[config.mk]
export PLATFORM = sky130hd
export DESIGN_NAME = result_drain
export DESIGN_NICKNAME = d
export VERILOG_FILES = /design/src/rtl/sa_pkg.sv /design/src/rtl/sync_fifo.sv /design/src/rtl/result_drain.sv
export SDC_FILE = /design/constraint.sdc
export NUM_CORES = 1
export LEC_CHECK = 0
export CAP_MARGIN = 20
export CORE_ASPECT_RATIO = 1.2
export CORE_MARGIN = 3
export CORE_UTILIZATION = 50
export DETAILED_ROUTE_END_ITERATION = 7
export HOLD_SLACK_MARGIN = 0.1
export PLACE_DENSITY = 0.67
export RECOVER_POWER = 25
export SYNTH_ARGS = -nofsm -noshare
export SYNTH_HDL_FRONTEND = slang
export SYNTH_HIERARCHICAL = 1
export SYNTH_SLANG_ARGS = --single-unit
[constraint.sdc]
create_clock -name clk_i -period 4.1 [get_ports clk_i]
set_input_delay 0.82 -clock clk_i [delete_from_list [all_inputs] [get_ports clk_i]]
set_output_delay 0.82 -clock clk_i [all_outputs]
set_load 0.01 [all_outputs]
[src/rtl/sa_pkg.sv]
// Shared types and helpers for the systolic-array result path.
package sa_pkg;

  typedef enum logic {
    IDLE = 1'b0,
    HOLD = 1'b1
  } drain_state_e;

  // Index width for a counter over n items; never narrower than one bit.
  function automatic int unsigned idx_width(input int unsigned n);
    return (n <= 1) ? 1 : $clog2(n);
  endfunction

endpackage

[src/rtl/sync_fifo.sv]
// Single-clock FIFO with synchronous flush; head word visible combinationally.
module sync_fifo #(
  parameter int unsigned WIDTH = 32,
  parameter int unsigned DEPTH = 4
) (
  input  logic                     clk,
  input  logic                     flush,
  input  logic                     push,
  input  logic [WIDTH-1:0]         wdata,
  input  logic                     pop,
  output logic [WIDTH-1:0]         rdata_c,
  output logic                     full_c,
  output logic                     empty_c,
  output logic [$clog2(DEPTH):0]   level
);
  import sa_pkg::*;

  localparam int unsigned PTR_W = idx_width(DEPTH);
  localparam int unsigned LVL_W = $clog2(DEPTH) + 1;

  logic [WIDTH-1:0] mem [DEPTH];
  logic [PTR_W-1:0] wr_ptr;
  logic [PTR_W-1:0] rd_ptr;
  logic [LVL_W-1:0] count;
  logic             do_push;
  logic             do_pop;

  assign full_c  = (count == LVL_W'(DEPTH));
  assign empty_c = (count == '0);
  assign do_push = push && !full_c;
  assign do_pop  = pop && !empty_c;
  assign rdata_c = mem[rd_ptr];
  assign level   = count;

  // Pointers wrap naturally because DEPTH is a power of two.
  always_ff @(posedge clk) begin
    if (flush) begin
      wr_ptr <= '0;
      rd_ptr <= '0;
      count  <= '0;
    end else begin
      if (do_push) wr_ptr <= wr_ptr + PTR_W'(1);
      if (do_pop)  rd_ptr <= rd_ptr + PTR_W'(1);
      if (do_push && !do_pop) begin
        count <= count + LVL_W'(1);
      end else if (do_pop && !do_push) begin
        count <= count - LVL_W'(1);
      end
    end
  end

  always_ff @(posedge clk) begin
    if (do_push) mem[wr_ptr] <= wdata;
  end

endmodule

[src/rtl/result_drain.sv]
// Buffers multiplier result vectors and serialises them one element per beat.
// Optional build macro RESULT_DRAIN_RELU_EN clamps negative elements to zero on load.
module result_drain #(
  parameter int unsigned WIDTH = 8,
  parameter int unsigned COL   = 4,
  parameter int unsigned ROW   = 4,
  parameter int unsigned DEPTH = 4
) (
  input  logic                   clk_i,
  input  logic                   rst_i,
  input  logic                   clear_i,
  input  logic                   res_valid_i,
  input  logic [COL*WIDTH-1:0]   res_data_i,
  output logic                   out_valid_o,
  input  logic                   out_ready_i,
  output logic [WIDTH-1:0]       out_data_o,
  output logic                   out_last_o,
  output logic                   out_tile_last_o,
  output logic [$clog2(DEPTH):0] level_o,
  output logic                   overflow_o
);
  import sa_pkg::*;

  localparam int unsigned VEC_W  = COL * WIDTH;
  localparam int unsigned LANE_W = idx_width(COL);
  localparam int unsigned ROW_W  = idx_width(ROW);

  drain_state_e      state;
  drain_state_e      state_next;
  logic [VEC_W-1:0]  hold;
  logic [VEC_W-1:0]  hold_next;
  logic [LANE_W-1:0] lane;
  logic [LANE_W-1:0] lane_next;
  logic [ROW_W-1:0]  row;
  logic [ROW_W-1:0]  row_next;
  logic              valid_next;
  logic [WIDTH-1:0]  data_next;
  logic              last_next;
  logic              tile_last_next;
  logic              overflow_next;

  logic              flush;
  logic              load_c;
  logic              fifo_full_c;
  logic              fifo_empty_c;
  logic [VEC_W-1:0]  head_c;
  logic [VEC_W-1:0]  head_filt_c;

  assign flush = rst_i || clear_i;

  sync_fifo #(
    .WIDTH (VEC_W),
    .DEPTH (DEPTH)
  ) u_fifo (
    .clk     (clk_i),
    .flush   (flush),
    .push    (res_valid_i),
    .wdata   (res_data_i),
    .pop     (load_c),
    .rdata_c (head_c),
    .full_c  (fifo_full_c),
    .empty_c (fifo_empty_c),
    .level   (level_o)
  );

`ifdef RESULT_DRAIN_RELU_EN
  // FIFO keeps raw data; negative lanes are zeroed only on the way into the hold register.
  always_comb begin
    head_filt_c = head_c;
    for (int unsigned c = 0; c < COL; c++) begin
      if (head_c[c*WIDTH + WIDTH - 1]) head_filt_c[c*WIDTH +: WIDTH] = '0;
    end
  end
`else
  assign head_filt_c = head_c;
`endif

  // Serialiser next state; outputs are derived from the next lane/row so they register cleanly.
  always_comb begin
    state_next    = state;
    hold_next     = hold;
    lane_next     = lane;
    row_next      = row;
    load_c        = 1'b0;
    overflow_next = overflow_o || (res_valid_i && fifo_full_c);

    case (state)
      IDLE: begin
        if (!fifo_empty_c) begin
          load_c     = 1'b1;
          hold_next  = head_filt_c;
          lane_next  = '0;
          state_next = HOLD;
        end
      end
      HOLD: begin
        if (out_ready_i) begin
          if (lane == LANE_W'(COL - 1)) begin
            row_next  = (row == ROW_W'(ROW - 1)) ? '0 : row + ROW_W'(1);
            lane_next = '0;
            if (!fifo_empty_c) begin
              load_c    = 1'b1;
              hold_next = head_filt_c;
            end else begin
              state_next = IDLE;
            end
          end else begin
            lane_next = lane + LANE_W'(1);
          end
        end
      end
      default: state_next = IDLE;
    endcase

    valid_next = (state_next == HOLD);
    data_next  = '0;
    if (valid_next) begin
      for (int unsigned c = 0; c < COL; c++) begin
        if (lane_next == LANE_W'(c)) data_next = hold_next[c*WIDTH +: WIDTH];
      end
    end
    last_next      = valid_next && (lane_next == LANE_W'(COL - 1));
    tile_last_next = last_next && (row_next == ROW_W'(ROW - 1));
  end

  always_ff @(posedge clk_i) begin
    if (flush) begin
      state           <= IDLE;
      hold            <= '0;
      lane            <= '0;
      row             <= '0;
      out_valid_o     <= 1'b0;
      out_data_o      <= '0;
      out_last_o      <= 1'b0;
      out_tile_last_o <= 1'b0;
      overflow_o      <= 1'b0;
    end else begin
      state           <= state_next;
      hold            <= hold_next;
      lane            <= lane_next;
      row             <= row_next;
      out_valid_o     <= valid_next;
      out_data_o      <= data_next;
      out_last_o      <= last_next;
      out_tile_last_o <= tile_last_next;
      overflow_o      <= overflow_next;
    end
  end

endmodule

# After elaboration in Yosys (flattened, before gate mapping)
# Memories as Yosys holds them, arrays and structs flattened. A register that Yosys moved wholly into a read port is not among the register bits.
# Cells that the tools add are included.
# totals
n_memories	1
ff_bits	55
in_bits	37
out_inout_bits	15
ram_bits	128
# memory_table
name	depth	width	read_ports	rd_clocked_by_memory_dff	write_ports	line	text
u_fifo.mem	4	32	1	1	1	sync_fifo.sv:21	logic [WIDTH-1:0] mem [DEPTH];
# op_classes
mux	29
n_reduce_logical	17
n_addsub	6
eq_ne	7
bitwise	2
# op_table
op	n
2-to-1 mux 32 bit	3
case mux 32 bit (2 select lines)	1
2-to-1 mux 8 bit	4
2-to-1 mux 2 bit	9
equality test 2 bit, second input constant	5
adder 2 x 1 -> 2 bit, second input constant	4
logical AND 1 bit	7
2-to-1 mux 1 bit	7
2-to-1 mux 3 bit	2
logical NOT 1 bit	4
case mux 1 bit (2 select lines)	2
case mux 2 bit (2 select lines)	1
adder 3 x 1 -> 3 bit, second input constant	1
equality test 3 bit, second input constant	1
logical NOT 3 bit	1
subtractor 3 x 1 -> 3 bit, second input constant	1
equality test 2 x 1 -> 1 bit, second input constant	1
logical NOT 2 bit	1
logical OR 1 bit	2
inverter 1 bit	2
nonzero test 2 bit	1
OR reduction 2 bit	1

# Logic depth before layout (Yosys ltp)
# Gate-level depths: netlist (run 1).
# logic_depth
ltp_word	9
ltp_mapped	13
mapped_depth_nobuf	11

# Modules after synthesis
# The synthesis (run 1) kept the hierarchy.
# modules_own_cells
module	n_inst	area_per_inst_um2	seq_area_each_um2	cells_each
sync_fifo	1	5132.4	4023.9	215
result_drain	1	2039.5	960.9	230

# Worst setup path after synthesis (run 1)
# Ideal clock, no wire load.
# synth_path
kind	input to register
start	in out_ready_i
end	reg u_fifo.count[2] (netlist: u_fifo/level[2])
setup_ns	0.070
setup_slack_ns	1.017
path_stages	12
required_ns	4.030
t_arrival_ns	3.013
n_path_buf	2
path_cell_list	a21boi_4 or2_1 buf_6 buf_2 clkinv_1 o31ai_2 ha_1 inv_1 fa_1 xor2_1 or3_1 a21oi_1
# synth_between
elab_chain_len	6
word_cells_on_any_way	8
# synth_lines
element	line	text
start, declared	result_drain.sv:15	input logic out_ready_i,
2-to-1 mux 1 bit (*)	result_drain.sv:97	if (out_ready_i) begin
case mux 1 bit (2 select lines) (*)	result_drain.sv:87	case (state)
net load_c	result_drain.sv:43	logic load_c;
logical AND 1 bit (*)	sync_fifo.sv:31	assign do_pop = pop && !empty_c;
logical NOT 1 bit	sync_fifo.sv:44	if (do_push && !do_pop) begin
logical AND 1 bit	sync_fifo.sv:44	
2-to-1 mux 3 bit or nonzero test 2 bit (tied branches)	n/a	
end signal, assigned	sync_fifo.sv:45	count <= count + LVL_W'(1);
end signal, assigned	sync_fifo.sv:47	count <= count - LVL_W'(1);
end, declared	sync_fifo.sv:24	logic [LVL_W-1:0] count;
# The timed path passes the listed nets; every way through them passes the cells marked *.
# A chain may end at the register's enable or synchronous reset.

# Worst setup path after layout (run 1)
# Same ends and word-level chain as after synthesis.

==> flow_metrics.env, run 1 <==
export IMPL_hp_class="register to register"
export IMPL_clock_fmax_ghz=0.319
export IMPL_yosys_warnings=6
export IMPL_final_nets=552
export IMPL_min_period_ns=3.13
export IMPL_synth_cells=445
export IMPL_vias=3860
export IMPL_first_iter_violations=255
export IMPL_syn_area_per_cell_sq_um=16.1
export IMPL_die_area_sq_um=15800
export IMPL_synthXorXnorAreaFrac_pct=0.611
export IMPL_timing_slew_headroom_pct=60.5
export IMPL_peakVddDrop_uv=274
export IMPL_required_ns=4.45
export IMPL_rsz0062_at_grt="no"
export IMPL_rows=47
export IMPL_routabilityCongestion=0.826
export IMPL_drt_pass1_iterations=4
export IMPL_period_share_pct=76.4
export IMPL_worst_slack_ns=0.968
export IMPL_critPathMaxStageDelay_ns=0.48
export IMPL_synth_top_family_by_area="multiplexers"
export IMPL_worst_slew_pin_slew_ns=0.592
export IMPL_core_sq_um=13900
export IMPL_critical_path_buf_inv_count=3
export IMPL_cp_max_fo=10
export IMPL_synthSimpleGateAreaFrac_pct=7.01
export IMPL_synth_edf_count=128
export IMPL_startpoint_type="input port"
export IMPL_fin_setup_tns_ns=0
export IMPL_die_y_microns=137
export IMPL_n_antenna_cell=0
export IMPL_leakage_nw=2.97
export IMPL_mostFrequentLayoutCells="edfxtp_1 (128), dfxtp_1 (56), nor2_1 (43)"
export IMPL_drc=0
export IMPL_root_buffer="clkbuf_16"
export IMPL_rr_endpoint="u_fifo/level[2]$_SDFFE_PP0P_"
export IMPL_synth_mux_area_share_pct=13.9
export IMPL_viasPerCell=5.59
export IMPL_postRouteAntennaNets=0
export IMPL_ios=52
export IMPL_ys_ff_latch=185
export IMPL_finClkSkew_ns=0.00507
export IMPL_cpMaxStageDelayCell="clkdlybuf4s50_1"
export IMPL_power_density_nw_per_um2=493
export IMPL_grt_pass1_vias=3887
export IMPL_path_delay_family="buffers and inverters"
export IMPL_crit_type="input port to register"
export IMPL_ctsHtreeMaxLevel=4
export IMPL_dp_slack_ns=0.581
export IMPL_cap_viol_max_count=0
export IMPL_yosysTopAreaCell="edfxtp_1"
export IMPL_whs_path_depth=2
export IMPL_track_usage_pct=17.8
export IMPL_post_cts_resize_count=0
export IMPL_place_hpwl_microns=8690
export IMPL_fin_area_sq_um=8470
export IMPL_setup_violations=0
export IMPL_holdPathEnd="hold[27]$_SDFF_PP0_"
export IMPL_ys_async_sr_fraction_pct=0
export IMPL_grt_pass1_wl_microns=20700
export IMPL_grt_use_met3_pct=4.57
export IMPL_cts_tree="yes"
export IMPL_post_drt_wl_per_cell_microns=18.8
export IMPL_synthAdderAreaFrac_pct=1.50
export IMPL_clock_sinks=185
export IMPL_grt_util_met1_pct=22.6
export IMPL_min_from="hold[27]$_SDFF_PP0_"
export IMPL_outcome="finished, final reports clean"
export IMPL_seq_area_frac_synth_pct=69.5
export IMPL_die_w_microns=115
export IMPL_num_fill_cells=997
export IMPL_synth_top_area_share_pct=53.6
export IMPL_area_growth_pct=18.1
export IMPL_wirelength_microns=13000
export IMPL_reg2reg_depth=11
export IMPL_clkTransAtPathRegs_ns=0.06
export IMPL_end_kind="register"
export IMPL_hold_viol_final=0
export IMPL_grt_busiest_layer="met2"
export IMPL_maxSlewViolCount=0
export IMPL_synthFlopType="edfxtp_1"
export IMPL_grt_max_degree=36
export IMPL_grt_met2_usage_pct=29.8
export IMPL_critPathArrivalTime_ns=3.49
export IMPL_cts_buffers=17
export IMPL_grt_antenna_before_repair=0
export IMPL_worstSkewPairLatency_ns=0.42
export IMPL_final_common_cell="edfxtp_1"
export IMPL_post_cts_repair_setup_buffers=0
export IMPL_synth_area_sq_um=7170
export IMPL_cts_hold_fix_buffers=0
export IMPL_synth_area_leaders="edfxtp_1 (54%), dfxtp_1 (16%), mux4_2 (9.4%), mux2i_1 (3.8%), nor2_1 (2.3%)"
export IMPL_initial_core_util_pct=51.5
export IMPL_reg2reg_slack_ns=1.10
export IMPL_placed_area_sq_um=7840
export IMPL_overflow=0
export IMPL_cp_cell_sequence="clkdlybuf4s50_1 -> a21boi_4 -> or2_1 -> clkinv_1 -> o31ai_2 -> ha_1 -> inv_1 -> fa_1 -> xor2_1 -> or3_1 -> a21oi_1"
export IMPL_r2r_start="lane[0]$_SDFF_PP0_"
export IMPL_postSynthNetCount=490
export IMPL_synth_cell_types=43
export IMPL_clock_path_buffers=2
export IMPL_port_buffers=51
export IMPL_drive_above_1_share_pct=14.6
export IMPL_synth_compound_area_share_pct=4.68
## synthesized netlist by cell type, types with 2 or more instances
| library cell | number |
|---|---|
| inv_1 | 5 |
| nor2_1 | 43 |
| dfxtp_1 | 57 |
| o22ai_1 | 8 |
| nand2_1 | 38 |
| nor3_1 | 3 |
| nand3_1 | 9 |
| buf_6 | 5 |
| mux2i_1 | 27 |
| a21oi_1 | 14 |
| xor2_1 | 5 |
| mux4_2 | 30 |
| nand2b_1 | 3 |
| o21ai_0 | 5 |
| clkinv_1 | 2 |
| clkbuf_1 | 7 |
| buf_2 | 6 |
| buf_12 | 3 |
| or3_1 | 2 |
| nor2b_1 | 6 |
| ha_1 | 7 |
| mux4_1 | 2 |
| edfxtp_1 | 128 |
| and2_1 | 4 |
| o311a_1 | 8 |
## worst register-to-register path, cell delays in order (launching register included)
cell,delay [ns]
dfxtp_1,0.43
ha_1,0.34
a21boi_4,0.29
or2_1,0.17
clkinv_1,0.27
o31ai_2,0.17
ha_1,0.23
inv_1,0.06
fa_1,0.38
xor2_1,0.16
or3_1,0.31
a21oi_1,0.13
## final cells by class
cell class	instances	area (sq um)	area share (%)
Inverter	7	26.3	0.310
Clock inverter	13	200	2.36
Tap cell	171	214	2.53
Sequential cell	185	4990	58.9
Multi-Input combinational cell	232	1990	23.5
Timing Repair Buffer	64	621	7.33
Clock buffer	19	433	5.11
## metrics by stage
stage,std cells,hold WS (ns),power (mW),util (%)
floorplan,445,0.437,2.37,-
global placement,659,0.447,2.47,56.2
detailed placement,659,0.450,2.48,56.2
CTS,691,0.458,4.21,60.8
global route,691,0.468,4.32,60.8
finish,691,0.458,4.17,60.8
## power by group
| group | switching, mW | total [mW] | internal [mW] |
|---|---|---|---|
| Sequential | 0.0289 | 2.09 | 2.06 |
| Combinational | 0.188 | 0.343 | 0.155 |
| Clock | 0.661 | 1.74 | 1.08 |
| Total | 0.879 | 4.17 | 3.29 |
## logic make-up after synthesis
family          count (synthesis)
buf+inv                        28
compound gates                 47
mux                            59
flops                         185
fa+ha+maj                       8
simple gates                  113
xor+xnor                        5
## worst max path at each step
stage                      from  depth (start not counted)                      endpoint  slack (ns)
global route        out_ready_i                         11  u_fifo/level[2]$_SDFFE_PP0P_        0.83
finish              out_ready_i                         11  u_fifo/level[2]$_SDFFE_PP0P_        0.97
global placement    out_ready_i                         11  u_fifo/level[2]$_SDFFE_PP0P_        0.65
CTS                 out_ready_i                         11  u_fifo/level[2]$_SDFFE_PP0P_        1.01
floorplan           out_ready_i                         12  u_fifo/level[2]$_SDFFE_PP0P_        1.02
detailed placement  out_ready_i                         11  u_fifo/level[2]$_SDFFE_PP0P_        0.58
## layer usage
metal / part of all wire [%] / vias up
met3: 4.3 / 22
met2: 52 / 86
met4: 1.9 / 0
li1: - / 1816
met1: 42 / 1936
met5: 0 / -
## flip-flops by register name (all words and copies together), names as in the netlist, named ones only
| signal | flops |
|---|---|
| u_fifo/wr_ptr | 2 |
| out_tile_last_o | 1 |
| lane | 2 |
| overflow_o | 1 |
| out_data_o | 8 |
| out_last_o | 1 |
| state | 1 |
| row | 2 |
| u_fifo/mem | 128 |
| hold | 32 |
| u_fifo/rd_ptr | 2 |
| u_fifo/level | 3 |
Note: power is estimated with default switching activity, not from simulation.
==> run 2: changes to the inputs <==
==> constraint.sdc (replaced) <==
create_clock -name clk_i -period 3.2 [get_ports clk_i]
set_input_delay 0.64 -clock clk_i [delete_from_list [all_inputs] [get_ports clk_i]]
set_output_delay 0.64 -clock clk_i [all_outputs]
set_load 0.01 [all_outputs]
==> flow_metrics.env, run 2 (synthesis results as in run 1) <==
export IMPL_outcome="finished, final reports clean"
export IMPL_met1_length_microns=5660
export IMPL_mostFrequentLayoutCells="edfxtp_1 (128), dfxtp_1 (56), nor2_1 (43)"
export IMPL_cap_viol_max_count=0
export IMPL_track_usage_pct=18.2
export IMPL_post_cts_resize_count=0
export IMPL_vias=3890
export IMPL_rsz0062_at_grt="no"
export IMPL_largest_reg_flops=128
export IMPL_die_y_microns=137
export IMPL_grt_pass1_wl_microns=21100
export IMPL_post_cts_repair_setup_buffers=0
export IMPL_met3_length_microns=625
export IMPL_initial_core_util_pct=51.5
export IMPL_drt_pass1_iterations=6
export IMPL_worstSkewPairLatency_ns=0.43
export IMPL_power_switching_mw=1.13
export IMPL_worst_slew_pin_slew_ns=0.634
export IMPL_cts_tree="yes"
export IMPL_grt_max_degree=40
export IMPL_die_w_microns=115
export IMPL_first_iter_violations=246
export IMPL_maxSlewViolCount=0
export IMPL_routabilityCongestion=0.841
export IMPL_combPwrFrac_pct=8.8
export IMPL_area_growth_pct=17.1
export IMPL_reg2reg_slack_ns=0.60
export IMPL_grt_pass1_vias=3879
export IMPL_pwr_share_seq_pct=53.0
export IMPL_port_buffers=51
export IMPL_p_sw_share_pct=22.3
export IMPL_wl_met2_microns=6850
export IMPL_cts_buffers=17
export IMPL_postRouteAntennaNets=0
export IMPL_ios=52
export IMPL_routed_top_layer="met4"
export IMPL_leakage_nw=2.95
export IMPL_n_antenna_cell=0
export IMPL_clock_path_buffers=2
export IMPL_overflow=0
export IMPL_placed_area_sq_um=7850
export IMPL_fin_setup_tns_ns=0
export IMPL_crit_type="register to register"
export IMPL_root_buffer="clkbuf_16"
export IMPL_power_density_nw_per_um2=602
export IMPL_reg2reg_depth=11
export IMPL_finClkSkew_ns=0.00674
export IMPL_setup_violations=0
export IMPL_drc=0
export IMPL_viasPerCell=5.60
export IMPL_required_ns=3.56
export IMPL_ctsHtreeMaxLevel=4
export IMPL_min_period_ns=2.60
export IMPL_rr_endpoint="u_fifo/level[2]$_SDFFE_PP0P_"
export IMPL_r2r_start="lane[0]$_SDFF_PP0_"
export IMPL_die_area_sq_um=15800
export IMPL_startpoint="lane[0]$_SDFF_PP0_"
export IMPL_cts_hold_fix_buffers=0
export IMPL_peakVddDrop_uv=371
export IMPL_end_kind="register"
export IMPL_regMostFlops="u_fifo/mem"
export IMPL_hp_class="register to register"
export IMPL_final_nets=556
export IMPL_post_drt_wl_per_cell_microns=19.2
export IMPL_clkTransAtPathRegs_ns=0.06
export IMPL_clock_sinks=185
export IMPL_final_util_pct=60.3
export IMPL_p_int_mw=3.93
export IMPL_drive_above_1_share_pct=15.5
export IMPL_pwr_share_clk_pct=38.2
export IMPL_critPathArrivalTime_ns=2.95
export IMPL_grt_antenna_before_repair=0
export IMPL_reg_top3="u_fifo/mem x128, hold x32, out_data_o x8"
export IMPL_rows=47
export IMPL_timing_slew_headroom_pct=57.7
export IMPL_fin_area_sq_um=8400
export IMPL_final_common_cell="edfxtp_1"
export IMPL_startpoint_type="register"
export IMPL_crit_end="u_fifo/level[2]$_SDFFE_PP0P_"
export IMPL_place_hpwl_microns=8920
export IMPL_clock_fmax_ghz=0.385
export IMPL_core_sq_um=13900
export IMPL_hold_viol_final=0
export IMPL_period_share_pct=81.1
export IMPL_cp_max_fo=13
export IMPL_wirelength_microns=13300
-- run 2: metal layers --
metal,global-route usage (%),up-vias
li1,-,1822
met1,23.5,1959
met2,29.9,95
met3,5.14,14
met4,5.81,0
met5,0,-
-- run 2: critical path, stage by stage (launching register included) --
cell	delay (ns)
dfxtp_1	0.44
ha_1	0.34
a21boi_4	0.15
or2_1	0.14
clkinv_1	0.10
o31ai_2	0.09
ha_1	0.23
inv_1	0.06
fa_1	0.38
xor2_1	0.16
or3_1	0.30
a21oi_1	0.14
-- run 2: worst min path at each step --
| stage | cells past startpoint | endpoint | slack, ns | startpoint |
|---|---|---|---|---|
| 2_1_floorplan | 2 | hold[24]$_SDFF_PP0_ | 0.44 | hold[24]$_SDFF_PP0_ |
| 3_3_place_gp | 2 | hold[24]$_SDFF_PP0_ | 0.44 | hold[24]$_SDFF_PP0_ |
| 3_5_place_dp | 2 | hold[24]$_SDFF_PP0_ | 0.45 | hold[24]$_SDFF_PP0_ |
| 4_1_cts | 2 | hold[24]$_SDFF_PP0_ | 0.46 | hold[24]$_SDFF_PP0_ |
| 5_1_grt | 2 | hold[31]$_SDFF_PP0_ | 0.49 | hold[31]$_SDFF_PP0_ |
| 6_report | 2 | hold[24]$_SDFF_PP0_ | 0.46 | hold[24]$_SDFF_PP0_ |
-- run 2: final cells by class --
| type | count | area [sq um] |
|---|---|---|
| clock buffers | 20 | 447 |
| clock inverters | 12 | 101 |
| fillers | 1033 | 5540 |
| inverters | 7 | 26.3 |
| multi-input cells | 232 | 1990 |
| flip-flops and latches | 185 | 4990 |
| well taps | 171 | 214 |
| repair buffers | 68 | 638 |
-- run 2: power groups by stage --
stage | clock network, mW | registers (mW) | logic (mW)
after floorplan | 0 | 2.72 | 0.313
after global routing | 2.08 | 2.68 | 0.488
after CTS | 1.98 | 2.68 | 0.457
after detailed placement | 0 | 2.73 | 0.455
final | 1.93 | 2.68 | 0.445
after global placement | 0 | 2.72 | 0.446
-- run 2: metrics by stage --
| stage | hold WS, ns | total power [mW] | setup slack [ns] | instances |
|---|---|---|---|---|
| floorplan | 0.437 | 3.03 | 0.297 | 445 |
| global placement | 0.443 | 3.17 | 0.303 | 663 |
| detailed placement | 0.450 | 3.19 | 0.243 | 663 |
| CTS | 0.459 | 5.11 | 0.619 | 695 |
| global route | 0.485 | 5.25 | 0.435 | 695 |
| finish | 0.458 | 5.06 | 0.604 | 695 |
==> run 3: changes to the inputs <==
==> constraint.sdc (replaced) <==
create_clock -name clk_i -period 2.53 [get_ports clk_i]
set_input_delay 0.506 -clock clk_i [delete_from_list [all_inputs] [get_ports clk_i]]
set_output_delay 0.506 -clock clk_i [all_outputs]
set_load 0.01 [all_outputs]
==> flow_metrics.env, run 3 (synthesis results as in run 1) <==
export IMPL_postRouteAntennaNets=0
export IMPL_setup_violations=0
export IMPL_startpoint="u_fifo/level[1]$_SDFFE_PP0P_"
export IMPL_reg2reg_depth=6
export IMPL_final_nets=564
export IMPL_drt_pass1_iterations=4
export IMPL_end_kind="register"
export IMPL_period_share_pct=89.4
export IMPL_combPwrFrac_pct=9.7
export IMPL_timing_slew_headroom_pct=56.4
export IMPL_largest_reg_flops=128
export IMPL_required_ns=2.84
export IMPL_cap_viol_max_count=0
export IMPL_pwr_share_clk_pct=40.0
export IMPL_grt_pass1_wl_microns=21600
export IMPL_drc=0
export IMPL_drive_above_1_share_pct=18.2
export IMPL_reg2reg_slack_ns=0.27
export IMPL_clock_sinks=185
export IMPL_ctsHtreeMaxLevel=4
export IMPL_total_power_mw=6.70
export IMPL_reg_top3="u_fifo/mem x128, hold x32, out_data_o x8"
export IMPL_p_int_mw=5.27
export IMPL_grt_use_met3_pct=5.01
export IMPL_track_usage_pct=18.7
export IMPL_seqCellArea_sq_um=4990
export IMPL_n_antenna_cell=0
export IMPL_startpoint_type="register"
export IMPL_peakVddDrop_uv=389
export IMPL_first_iter_violations=220
export IMPL_post_cts_repair_setup_buffers=0
export IMPL_grt_met2_usage_pct=31.3
export IMPL_leakage_nw=3.05
export IMPL_multi_input_area_sq_um=2010
export IMPL_post_cts_resize_count=0
export IMPL_grt_util_met1_pct=23.0
export IMPL_outcome="finished, final reports clean"
export IMPL_clock_fmax_ghz=0.442
export IMPL_cts_hold_fix_buffers=0
export IMPL_die_w_microns=115
export IMPL_worst_slew_pin_slew_ns=0.654
export IMPL_cts_tree="yes"
export IMPL_grt_antenna_before_repair=0
export IMPL_fin_setup_tns_ns=0
export IMPL_post_drt_wl_per_cell_microns=19.0
export IMPL_grt_pass1_vias=4083
export IMPL_rr_endpoint="out_data_o[2]$_SDFF_PP0_"
export IMPL_power_density_nw_per_um2=774
export IMPL_cp_max_fo=17
export IMPL_vias=3889
export IMPL_crit_type="register to register"
export IMPL_clkTransAtPathRegs_ns=0.06
export IMPL_initial_core_util_pct=51.5
export IMPL_p_sw_share_pct=21.3
export IMPL_hold_viol_final=0
export IMPL_viasPerCell=5.53
export IMPL_crit_end="out_data_o[2]$_SDFF_PP0_"
export IMPL_core_sq_um=13900
export IMPL_clock_path_buffers=2
export IMPL_critPathArrivalTime_ns=2.57
export IMPL_r2r_start="u_fifo/level[1]$_SDFFE_PP0P_"
export IMPL_area_growth_pct=20.7
export IMPL_grt_max_degree=37
export IMPL_root_buffer="clkbuf_16"
export IMPL_ios=52
export IMPL_regMostFlops="u_fifo/mem"
export IMPL_overflow=0
export IMPL_wirelength_microns=13400
export IMPL_grt_busiest_layer="met2"
export IMPL_die_y_microns=137
export IMPL_maxSlewViolCount=0
export IMPL_hold_slack_ns=0.462
export IMPL_min_period_ns=2.26
export IMPL_cts_buffers=17
export IMPL_port_buffers=51
export IMPL_hp_class="register to register"
export IMPL_power_switching_mw=1.43
export IMPL_rsz0062_at_grt="no"
export IMPL_final_common_cell="edfxtp_1"
export IMPL_die_area_sq_um=15800
export IMPL_pwr_share_seq_pct=50.3
export IMPL_worstSkewPairLatency_ns=0.42
export IMPL_place_hpwl_microns=8430
export IMPL_finClkSkew_ns=0.00761
export IMPL_rows=47
export IMPL_routabilityCongestion=0.800
export IMPL_mostFrequentLayoutCells="edfxtp_1 (128), dfxtp_1 (54), nor2_1 (43)"
export IMPL_num_fill_cells=1028
## run 3: changes by cell type in the layout (fill, tap and decap cells not counted), moves of 2 or more
cell,previous run,this run
dfxtp_1,56,54
clkinvlp_4,3,1
ha_1,7,5
buf_12,0,7
clkbuf_16,17,19
## run 3: critical path, cell delays in order (launching register included)
cell and delay, ns:
dfxtp_1 0.31, nor3_1 0.31, buf_4 0.18, nor2b_1 0.30
a32o_1 0.65, nand3_1 0.22, o311a_1 0.18
## run 3: cell type report
cell class / count / area share [%]
flip-flops and latches: 185 / 57.7
multi-input cells: 232 / 23.3
repair buffers: 76 / 9.08
clock buffers: 22 / 5.86
well taps: 171 / 2.47
clock inverters: 10 / 1.29
inverters: 7 / 0.361
## run 3: routing by layer
metal	vias to the layer above	routed length [microns]
li1	1848	-
met1	1926	5470
met2	101	7050
met3	14	640
met4	0	204
met5	-	0
## run 3: power groups by stage
stage / Sequential (mW) / Combinational, mW / Clock [mW]
after floorplan: 3.44 / 0.409 / 0
after global placement: 3.43 / 0.648 / 0
after detailed placement: 3.43 / 0.662 / 0
after CTS: 3.37 / 0.666 / 2.74
after global routing: 3.38 / 0.714 / 2.86
final: 3.37 / 0.652 / 2.68
## run 3: worst min-delay path by stage
stage                   startpoint                   to  slack (ns)  depth (start not counted)
6_report       hold[24]$_SDFF_PP0_  hold[24]$_SDFF_PP0_        0.46                          2
5_1_grt        hold[24]$_SDFF_PP0_  hold[24]$_SDFF_PP0_        0.47                          2
4_1_cts        hold[26]$_SDFF_PP0_  hold[26]$_SDFF_PP0_        0.46                          2
3_5_place_dp   hold[29]$_SDFF_PP0_  hold[29]$_SDFF_PP0_        0.45                          2
3_3_place_gp   hold[24]$_SDFF_PP0_  hold[24]$_SDFF_PP0_        0.44                          2
2_1_floorplan  hold[24]$_SDFF_PP0_  hold[24]$_SDFF_PP0_        0.44                          2
## run 3: stage by stage
stage          std cells  util [%]  worst slack [ns]  area [sq um]
3_5_place_dp         671      57.7            -0.128          8040
5_1_grt              703      62.1            0.0701          8650
4_1_cts              703      62.1             0.272          8650
3_3_place_gp         671      57.7           -0.0809          8040
2_1_floorplan        445         -            0.0160          7210
6_report             703      62.1             0.268          8650
